$ cat src/rtl/filter_cmd_sequencer.sv
// Command sequencer for a UART-fed image filter: decodes host commands, routes
// received bytes into parameter/mask/image storage, runs the kernel and streams the result back.
module filter_cmd_sequencer #(
  parameter int MASK_BYTES = 2,
  parameter int TIMEOUT    = 50000000
) (
  input  logic        clk,
  input  logic        rst,
  input  logic        rx_dv,
  input  logic [7:0]  rx_byte,
  input  logic        tx_done,
  input  logic        kernel_done,
  input  logic [15:0] input_len,
  output logic [1:0]  uart_sel,
  output logic [1:0]  para_sel,
  output logic [15:0] addr,
  output logic        run_kernel,
  output logic        start_send,
  output logic        done,
  output logic        error,
  output logic [7:0]  state
);

  typedef enum logic [2:0] {
    ST_IDLE    = 3'd0,
    ST_PARAM   = 3'd1,
    ST_MASK    = 3'd2,
    ST_IMAGE   = 3'd3,
    ST_RUN     = 3'd4,
    ST_S_ADDR  = 3'd5,
    ST_S_PULSE = 3'd6,
    ST_S_WAIT  = 3'd7
  } state_e;

  localparam int              TW         = (TIMEOUT > 1) ? $clog2(TIMEOUT) : 1;
  localparam logic [TW-1:0]   TMO_LAST   = TW'(TIMEOUT - 1);
  localparam logic [15:0]     MASK_LAST  = 16'(MASK_BYTES);
  localparam logic [15:0]     PARAM_LAST = 16'd4;

  function automatic logic cmd_valid(input logic [7:0] b);
    return (b >= 8'h01) && (b <= 8'h05);
  endfunction

  function automatic state_e cmd_target(input logic [7:0] b);
    state_e t;
    case (b)
      8'h01:   t = ST_PARAM;
      8'h02:   t = ST_MASK;
      8'h03:   t = ST_IMAGE;
      8'h04:   t = ST_RUN;
      8'h05:   t = ST_S_ADDR;
      default: t = ST_IDLE;
    endcase
    return t;
  endfunction

  function automatic logic [1:0] sel_of(input state_e s);
    logic [1:0] r;
    case (s)
      ST_PARAM: r = 2'b10;
      ST_MASK:  r = 2'b11;
      ST_IMAGE: r = 2'b01;
      default:  r = 2'b00;
    endcase
    return r;
  endfunction

  state_e        state_q, state_d;
  logic [15:0]   addr_q, addr_d;
  logic [TW-1:0] tmo_q, tmo_d;
  logic          error_q, error_d;
  logic          done_q, done_d;
  logic [1:0]    uart_sel_q, uart_sel_d;
  logic [1:0]    para_sel_q, para_sel_d;
  logic          run_kernel_q, run_kernel_d;
  logic          start_send_q, start_send_d;

  logic [15:0]   addr_inc_s;
  logic [15:0]   load_last_s;
  logic          len_zero_s;

  assign addr_inc_s = addr_q + 16'd1;
  assign len_zero_s = (input_len == 16'd0);

  // Byte count that terminates the current load state.
  always_comb begin
    case (state_q)
      ST_PARAM: load_last_s = PARAM_LAST;
      ST_MASK:  load_last_s = MASK_LAST;
      default:  load_last_s = input_len;
    endcase
  end

  // Next-state, address, timeout and flag logic.
  always_comb begin
    state_d = state_q;
    addr_d  = addr_q;
    tmo_d   = '0;
    error_d = error_q;
    done_d  = 1'b0;
    case (state_q)
      ST_IDLE: begin
        if (rx_dv) begin
          if (cmd_valid(rx_byte)) begin
            state_d = cmd_target(rx_byte);
            addr_d  = 16'd0;
            error_d = 1'b0;
          end else begin
            error_d = 1'b1;
          end
        end else begin
          state_d = ST_IDLE;
        end
      end
      ST_PARAM, ST_MASK, ST_IMAGE: begin
        if ((state_q == ST_IMAGE) && len_zero_s) begin
          state_d = ST_IDLE;
        end else if (rx_dv) begin
          // A byte arriving on the expiry cycle still counts.
          addr_d = addr_inc_s;
          if (addr_inc_s == load_last_s) begin
            state_d = ST_IDLE;
          end else begin
            state_d = state_q;
          end
        end else if (tmo_q == TMO_LAST) begin
          state_d = ST_IDLE;
          error_d = 1'b1;
        end else begin
          tmo_d = tmo_q + TW'(1);
        end
      end
      ST_RUN: begin
        if (len_zero_s) begin
          state_d = ST_IDLE;
        end else if (kernel_done) begin
          state_d = ST_S_ADDR;
          addr_d  = 16'd0;
        end else begin
          state_d = ST_RUN;
        end
      end
      ST_S_ADDR: begin
        if (len_zero_s) begin
          state_d = ST_IDLE;
        end else begin
          state_d = ST_S_PULSE;
        end
      end
      ST_S_PULSE: begin
        state_d = ST_S_WAIT;
      end
      ST_S_WAIT: begin
        if (tx_done) begin
          addr_d = addr_inc_s;
          if (addr_inc_s == input_len) begin
            done_d  = 1'b1;
            state_d = ST_IDLE;
          end else begin
            state_d = ST_S_ADDR;
          end
        end else begin
          state_d = ST_S_WAIT;
        end
      end
      default: begin
        state_d = ST_IDLE;
        addr_d  = 16'd0;
      end
    endcase
  end

  // Outputs are decoded from the next state so they register alongside it.
  always_comb begin
    uart_sel_d   = sel_of(state_d);
    para_sel_d   = (state_d == ST_PARAM) ? addr_d[1:0] : 2'b00;
    run_kernel_d = (state_d == ST_RUN) && !len_zero_s;
    start_send_d = (state_d == ST_S_PULSE);
  end

  // State and registered outputs.
  always_ff @(posedge clk or negedge rst) begin
    if (!rst) begin
      state_q      <= ST_IDLE;
      addr_q       <= 16'd0;
      tmo_q        <= '0;
      error_q      <= 1'b0;
      done_q       <= 1'b0;
      uart_sel_q   <= 2'b00;
      para_sel_q   <= 2'b00;
      run_kernel_q <= 1'b0;
      start_send_q <= 1'b0;
    end else begin
      state_q      <= state_d;
      addr_q       <= addr_d;
      tmo_q        <= tmo_d;
      error_q      <= error_d;
      done_q       <= done_d;
      uart_sel_q   <= uart_sel_d;
      para_sel_q   <= para_sel_d;
      run_kernel_q <= run_kernel_d;
      start_send_q <= start_send_d;
    end
  end

  assign uart_sel   = uart_sel_q;
  assign para_sel   = para_sel_q;
  assign addr       = addr_q;
  assign run_kernel = run_kernel_q;
  assign start_send = start_send_q;
  assign done       = done_q;
  assign error      = error_q;
  assign state      = {5'b00000, state_q};

endmodule

$ cat config.mk
export PLATFORM = sky130hd
export DESIGN_NAME = filter_cmd_sequencer
export DESIGN_NICKNAME = d
export VERILOG_FILES = /design/src/rtl/filter_cmd_sequencer.sv
export SDC_FILE = /design/constraint.sdc
export NUM_CORES = 1
export LEC_CHECK = 0
export BUFFER_PORTS_ARGS = -buffer_cell sky130_fd_sc_hd__buf_2
export CORE_MARGIN = 2
export CORE_UTILIZATION = 30
export DETAILED_ROUTE_END_ITERATION = 10
export PLACE_DENSITY = 0.55
export SYNTH_ARGS = -nofsm -noshare
export SYNTH_HDL_FRONTEND = slang
export SYNTH_SLANG_ARGS = --single-unit
export TNS_END_PERCENT = 30
$ cat constraint.sdc
create_clock -name clk -period 8.8 [get_ports clk]
set_clock_uncertainty 0.15 [all_clocks]
set_input_delay 0.44 -clock clk [delete_from_list [all_inputs] [get_ports clk]]
set_output_delay 0.44 -clock clk [all_outputs]
set_load 0.02 [all_outputs]
======== Yosys cells after proc, flatten, opt, wreduce, memory -nomap -nowiden ========
Index checks and enable logic that the tools add are counted.
storage, ports and cells
  bits in registers ....................... 53
  latch bits .............................. 0
  bits in writable memories ............... 0
  memory bits (read-only) ................. 0
  bits of input ports ..................... 29
  output and inout bits ................... 32
  word-level logic and storage cells ...... 91
  memories kept ........................... 0
operators by class
  add/sub/neg operators ................... 2
  $mul .................................... 0
  div/mod/pow operators ................... 0
  magnitude comparators ................... 2
  equality and inequality tests ........... 29
  shift operators ......................... 0
  muxes and demuxes ....................... 37
  bitwise operators ....................... 0
  reductions and logical operators ........ 11
operator list
  kind                                                               number
  two-way mux 16 bit                                                 7
  two-way mux 26 bit                                                 4
  one-hot mux 16 bit (4 select lines)                                1
  == test 16 bit                                                     2
  one-hot mux 16 bit (2 select lines)                                1
  two-way mux 3 bit                                                  10
  adder 26 x 1 -> 26 bit, second input constant                      1
  == test 26 bit, second input constant                              1
  == test 3 bit, second input constant                               6
  != test 2 bit, second input constant                               9
  one-hot mux 3 bit (6 select lines)                                 1
  adder 16 x 1 -> 16 bit, second input constant                      1
  == test 8 x 2 -> 1 bit, second input constant                      2
  == test 8 x 3 -> 1 bit, second input constant                      2
  zero test 16 bit                                                   1
  one-hot mux 3 bit (5 select lines)                                 1
  == test 3 x 2 -> 1 bit, second input constant                      4
  two-way mux 1 bit                                                  9
  == test 8 x 1 -> 1 bit, second input constant                      1
  greater-or-equal comparator 8 x 1 -> 1 bit, second input constant  1
  <= comparator 8 x 3 -> 1 bit, second input constant                1
  AND reduction 8 bit                                                1
  == test 3 x 1 -> 1 bit, second input constant                      2
  one-hot mux 2 bit (3 select lines)                                 1
  9 further kinds                                                    11

======== Depth between registers and ports, before layout ========
  depth after elaboration ................. 9
  depth in mapped cells ................... 12

======== Least setup slack after synthesis ========
OpenSTA, ideal clock, no wires.
  path type ............................... register -> register
  from .................................... register addr_q[0], in the netlist addr[0]
  to ...................................... register run_kernel_q, in the netlist run_kernel
  setup time .............................. 0.095 ns
  arrival ................................. 3.130 ns
  path slack .............................. 5.425 ns
  cell stages (with the launch flop) ...... 12
  buffers on the path ..................... 1
  clock period less this slack ............ 3.375 ns
  cells stage by stage .................... dfrtp_1 ha_1 clkbuf_2 nand4_2 nor3_4 xnor2_1 or4_1 or4_4 and3_4 a211oi_4 inv_2 nor4b_2
on the way
  cells in the longest elaborated chain, start to end .. 8
  elaborated cells on any way between the ends .. 11
ends and longest elaborated chain
  what                                  RTL line  RTL
  from (decl)                           69        logic [15:0] addr_q, addr_d;
  from (signal assigned)                195       addr_q <= addr_d;
  adder 16 x 1 -> 16 bit *              82        assign addr_inc_s = addr_q + 16'd1;
  == test 16 bit                        121       if (addr_inc_s == load_last_s) begin
  two-way mux 3 bit                     121
  two-way mux 3 bit                     118       end else if (rx_dv) begin
  two-way mux 3 bit                     116       if ((state_q == ST_IMAGE) && len_zero_s) begin
  one-hot mux 3 bit (6 select lines) *  101       case (state_q)
  net state_d[0]                        68        state_e state_q, state_d;
  == test 3 bit *                       177       run_kernel_d = (state_d == ST_RUN) && !len_zero_s;
  logical AND 1 bit *                   177
  net run_kernel_d                      75        logic run_kernel_q, run_kernel_d;
  to (signal assigned)                  201       run_kernel_q <= run_kernel_d;
  to (decl)                             75
Mark *: on every way through the listed nets, which the timed path passes. The rest lies on a longest branch.
A chain may end at the register's enable or synchronous reset.

======== Worst setup path in the final report ========
  from .................................... register state_q[1]
  to ...................................... register para_sel_q[0], in the netlist para_sel[0]
on the way
  cells in the longest elaborated chain, start to end .. 9
  elaborated cells on any way between the ends .. 23
ends and longest elaborated chain
  what                                                              RTL line  RTL
  from (decl)                                                       68
  from (signal assigned)                                            194       state_q <= state_d;
  == test 3 x 2 -> 1 bit or == test 3 x 1 -> 1 bit (tied branches)  87, 101
  one-hot mux 16 bit (2 select lines)                               87        case (state_q)
  == test 16 bit                                                    121
  two-way mux 3 bit                                                 121
  two-way mux 3 bit                                                 118
  two-way mux 3 bit                                                 116
  one-hot mux 3 bit (6 select lines) *                              101
  net state_d[1]                                                    68
  == test 3 x 1 -> 1 bit *                                          176       para_sel_d = (state_d == ST_PARAM) ? addr_d[1:0] : 2'b00;
  two-way mux 2 bit *                                               176
  net para_sel_d[0]                                                 74        logic [1:0] para_sel_q, para_sel_d;
  to (signal assigned)                                              200       para_sel_q <= para_sel_d;
  to (decl)                                                         74
Mark *: on every way through the listed nets, which the timed path passes. The rest lies on a longest branch. The select of a mux whose other input is x is not followed.

==> results.toml <==
[worst_setup_path]
reg2regPathDepth = 9
critPathLaunchType = "flop"
startpoint = "state_q[1]$_DFF_PN0_"
r2r-start = "state_q[1]$_DFF_PN0_"
crit_path_end = "para_sel[0]$_DFF_PN0_"
reg2reg_to = "para_sel[0]$_DFF_PN0_"
worstPathArrival_ps = 3820
cp_max_fo = 17
worstPathRequired_ps = 8830
critPathKind = "flop to flop"
cp-end-kind = "flop"
r2r_setup_slack_ps = 5010

[die]
initial_utilization = 0.307
coreArea_sq_um = 12100
ios = 61
rows = 40
dieArea_sq_um = 13300
die_h_um = 115
die_w_um = 115

[route]
routedWlPerCell_um = 15.6
drc = 0
firstDrtPassIters = 4
num_vias = 3248
vias_per_cell = 5.10
drt_iter0_markers = 239
drt_wl_total_um = 9950
drtAntennaViolNets = 0

[pwr]
p_per_area_nw_per_um2 = 172
p_leak_nw = 1.78
peakVddDrop_mv = 0.0949

[synth]
syn_area_per_cell_sq_um = 8.74
synth-edff-count = 0
yosys_register_bits = 53
synthTopCellsByArea = "dfrtp_1 36%, xnor2_1 6.6%, xor2_1 5.7%"
synth_cell_types = 67
synth_ff_type = "dfrtp_1"
syn-cell-area_sq_um = 3710
synthArstFlopShare = 1.00
syn_inst = 424
ys_seq_area_frac = 0.358
synth_top_area_share = 0.358
yosys_warnings = 0
yosysTopAreaCell = "dfrtp_1"

[job]
maxCapViolCount = 0

[sta]
setup_viol = 0
max_freq_mhz = 264
post-route-period-util = 0.431
tightest_slew_ps = 944
setup_tns_ps = 0
report.final.slew_viol_count = 0
slew_headroom = 0.369
setup_ws_ps = 5010
rsz0062_at_grt = "false"
min_period_ps = 3790
hold_viol = 0

[cells_and_area]
multiInputGateArea_sq_um = 2210
syn_to_final_growth_pct = 14.8
drive_gt1_frac = 0.179
regArea_sq_um = 1330
fill_cells = 1259
antenna_cells = 0
mostFrequentLayoutCells = "55 x buf_2, 53 x dfrtp_1, 51 x nor2_1, 34 x o21ai_0, 33 x nand2_1"
layout_commonest_cell = "buf_2"
nets = 499

[cts]
h-tree-depth = 2
root_buffer = "clkbuf_16"
cts_tree = "built"
cts.path.max_buffers = 2
cts_buffers = 5
clk-insertion-delay-late_ps = 300
postCtsSetupBuffers = 0
clkSinkCount = 53
path_clk_slew_ps = 70
cts_resized = 0
ctsHoldBuffers = 0

[global_routing]
grt-ovfl-total = 0
antenna_found_initial = 0
grt_pass1_vias = 3266
grt_pass1_wl_um = 16500
track_usage = 0.157
grt_max_degree = 54

[outcome]
outcome = "complete, no violations"

[place]
port_buffers = 55
gp_congestion = 0.860
hpwl_um = 7320
place_ws_ps = 5180

[hold_path]
hold_class = "input port to asynchronous set/reset pin"
[synthesized netlist by cell type, types with 3 or more instances]
cell	instances
or2_2	3
xnor2_1	28
a211oi_1	3
buf_2	4
a21oi_1	11
and4_1	4
o31ai_1	4
nand2_1	33
a32o_1	3
nor2_1	51
xor2_1	24
inv_1	17
clkbuf_1	12
and3_1	9
nor4_1	11
nand3_1	21
nor3_1	8
buf_4	6
or3_1	5
nand4_1	10
nand2b_1	6
o21ai_0	34
nor2b_1	3
mux2i_1	3
dfrtp_1	53
[cells by family after synthesis]
family / synth area share
flip-flops: 0.358
XOR/XNOR: 0.148
AND/OR/NAND/NOR: 0.280
other: 0.00101
AO/OA/AOI/OAI: 0.142
adder cells (fa/ha/maj): 0.00675
buffers and inverters: 0.0503
multiplexers: 0.0142
[flip-flops by register name (all words and copies together), names as in the netlist, 2 cells and up]
name / count
para_sel: 2
state_q: 3
tmo_q: 26
addr: 16
uart_sel: 2
[layout make-up]
cell class | instances | share of cell area
flip-flops and latches | 53 | 0.312
well taps | 168 | 0.0494
inverters | 18 | 0.0159
clock buffers | 5 | 0.0294
multi-input cells | 333 | 0.519
repair buffers | 57 | 0.0682
clock inverters | 3 | 0.00617
[per-stage QoR]
stage	power, mW	util	hold slack [ps]	instance area (sq um)	std cells
floorplan	0.452	-	-5.59	3720	428
global placement	0.528	0.340	351	4100	629
detailed placement	0.529	0.340	349	4100	629
CTS	0.738	0.353	162	4260	637
global route	0.774	0.353	202	4260	637
finish	0.732	0.353	127	4260	637
[report_power, final]
part / total (mW) / leakage [nW] / internal (mW) / switching [mW]
clock: 0.206 / 0.0680 / 0.108 / 0.0985
sequential: 0.292 / 0.723 / 0.257 / 0.0349
combinational: 0.234 / 0.988 / 0.0842 / 0.150
total: 0.732 / 1.78 / 0.449 / 0.283
[worst max-delay path, cell delays in order, from the launching register on]
cell and delay [ps]:
dfrtp_1 590, xnor2_1 750, nor2_1 290, o41ai_1 460, o21ai_0 160, nor4_1 240, nand4_1 250, a21oi_1 330
inv_1 130, nor4b_1 330
[routing by layer]
layer  GRT usage  vias to the layer above  share of wire
met5           0                        -              0
met4      0.0402                        0          0.016
met3      0.0216                       11          0.046
met2       0.263                       85           0.48
met1       0.214                     1563           0.46
li1            -                     1589              -
[worst min-delay path by stage]
stage	end	cells past startpoint	slack (ps)	startpoint
after floorplan	addr[0]$_DFF_PN0_	0	-6	rst
after global placement	tmo_q[0]$_DFF_PN0_	1	350	tmo_q[0]$_DFF_PN0_
after CTS	tmo_q[12]$_DFF_PN0_	2	160	rst
after detailed placement	tmo_q[0]$_DFF_PN0_	1	350	tmo_q[0]$_DFF_PN0_
final	tmo_q[11]$_DFF_PN0_	2	130	rst
after global routing	tmo_q[12]$_DFF_PN0_	2	200	rst
Power figures use the tool's default switching activity.
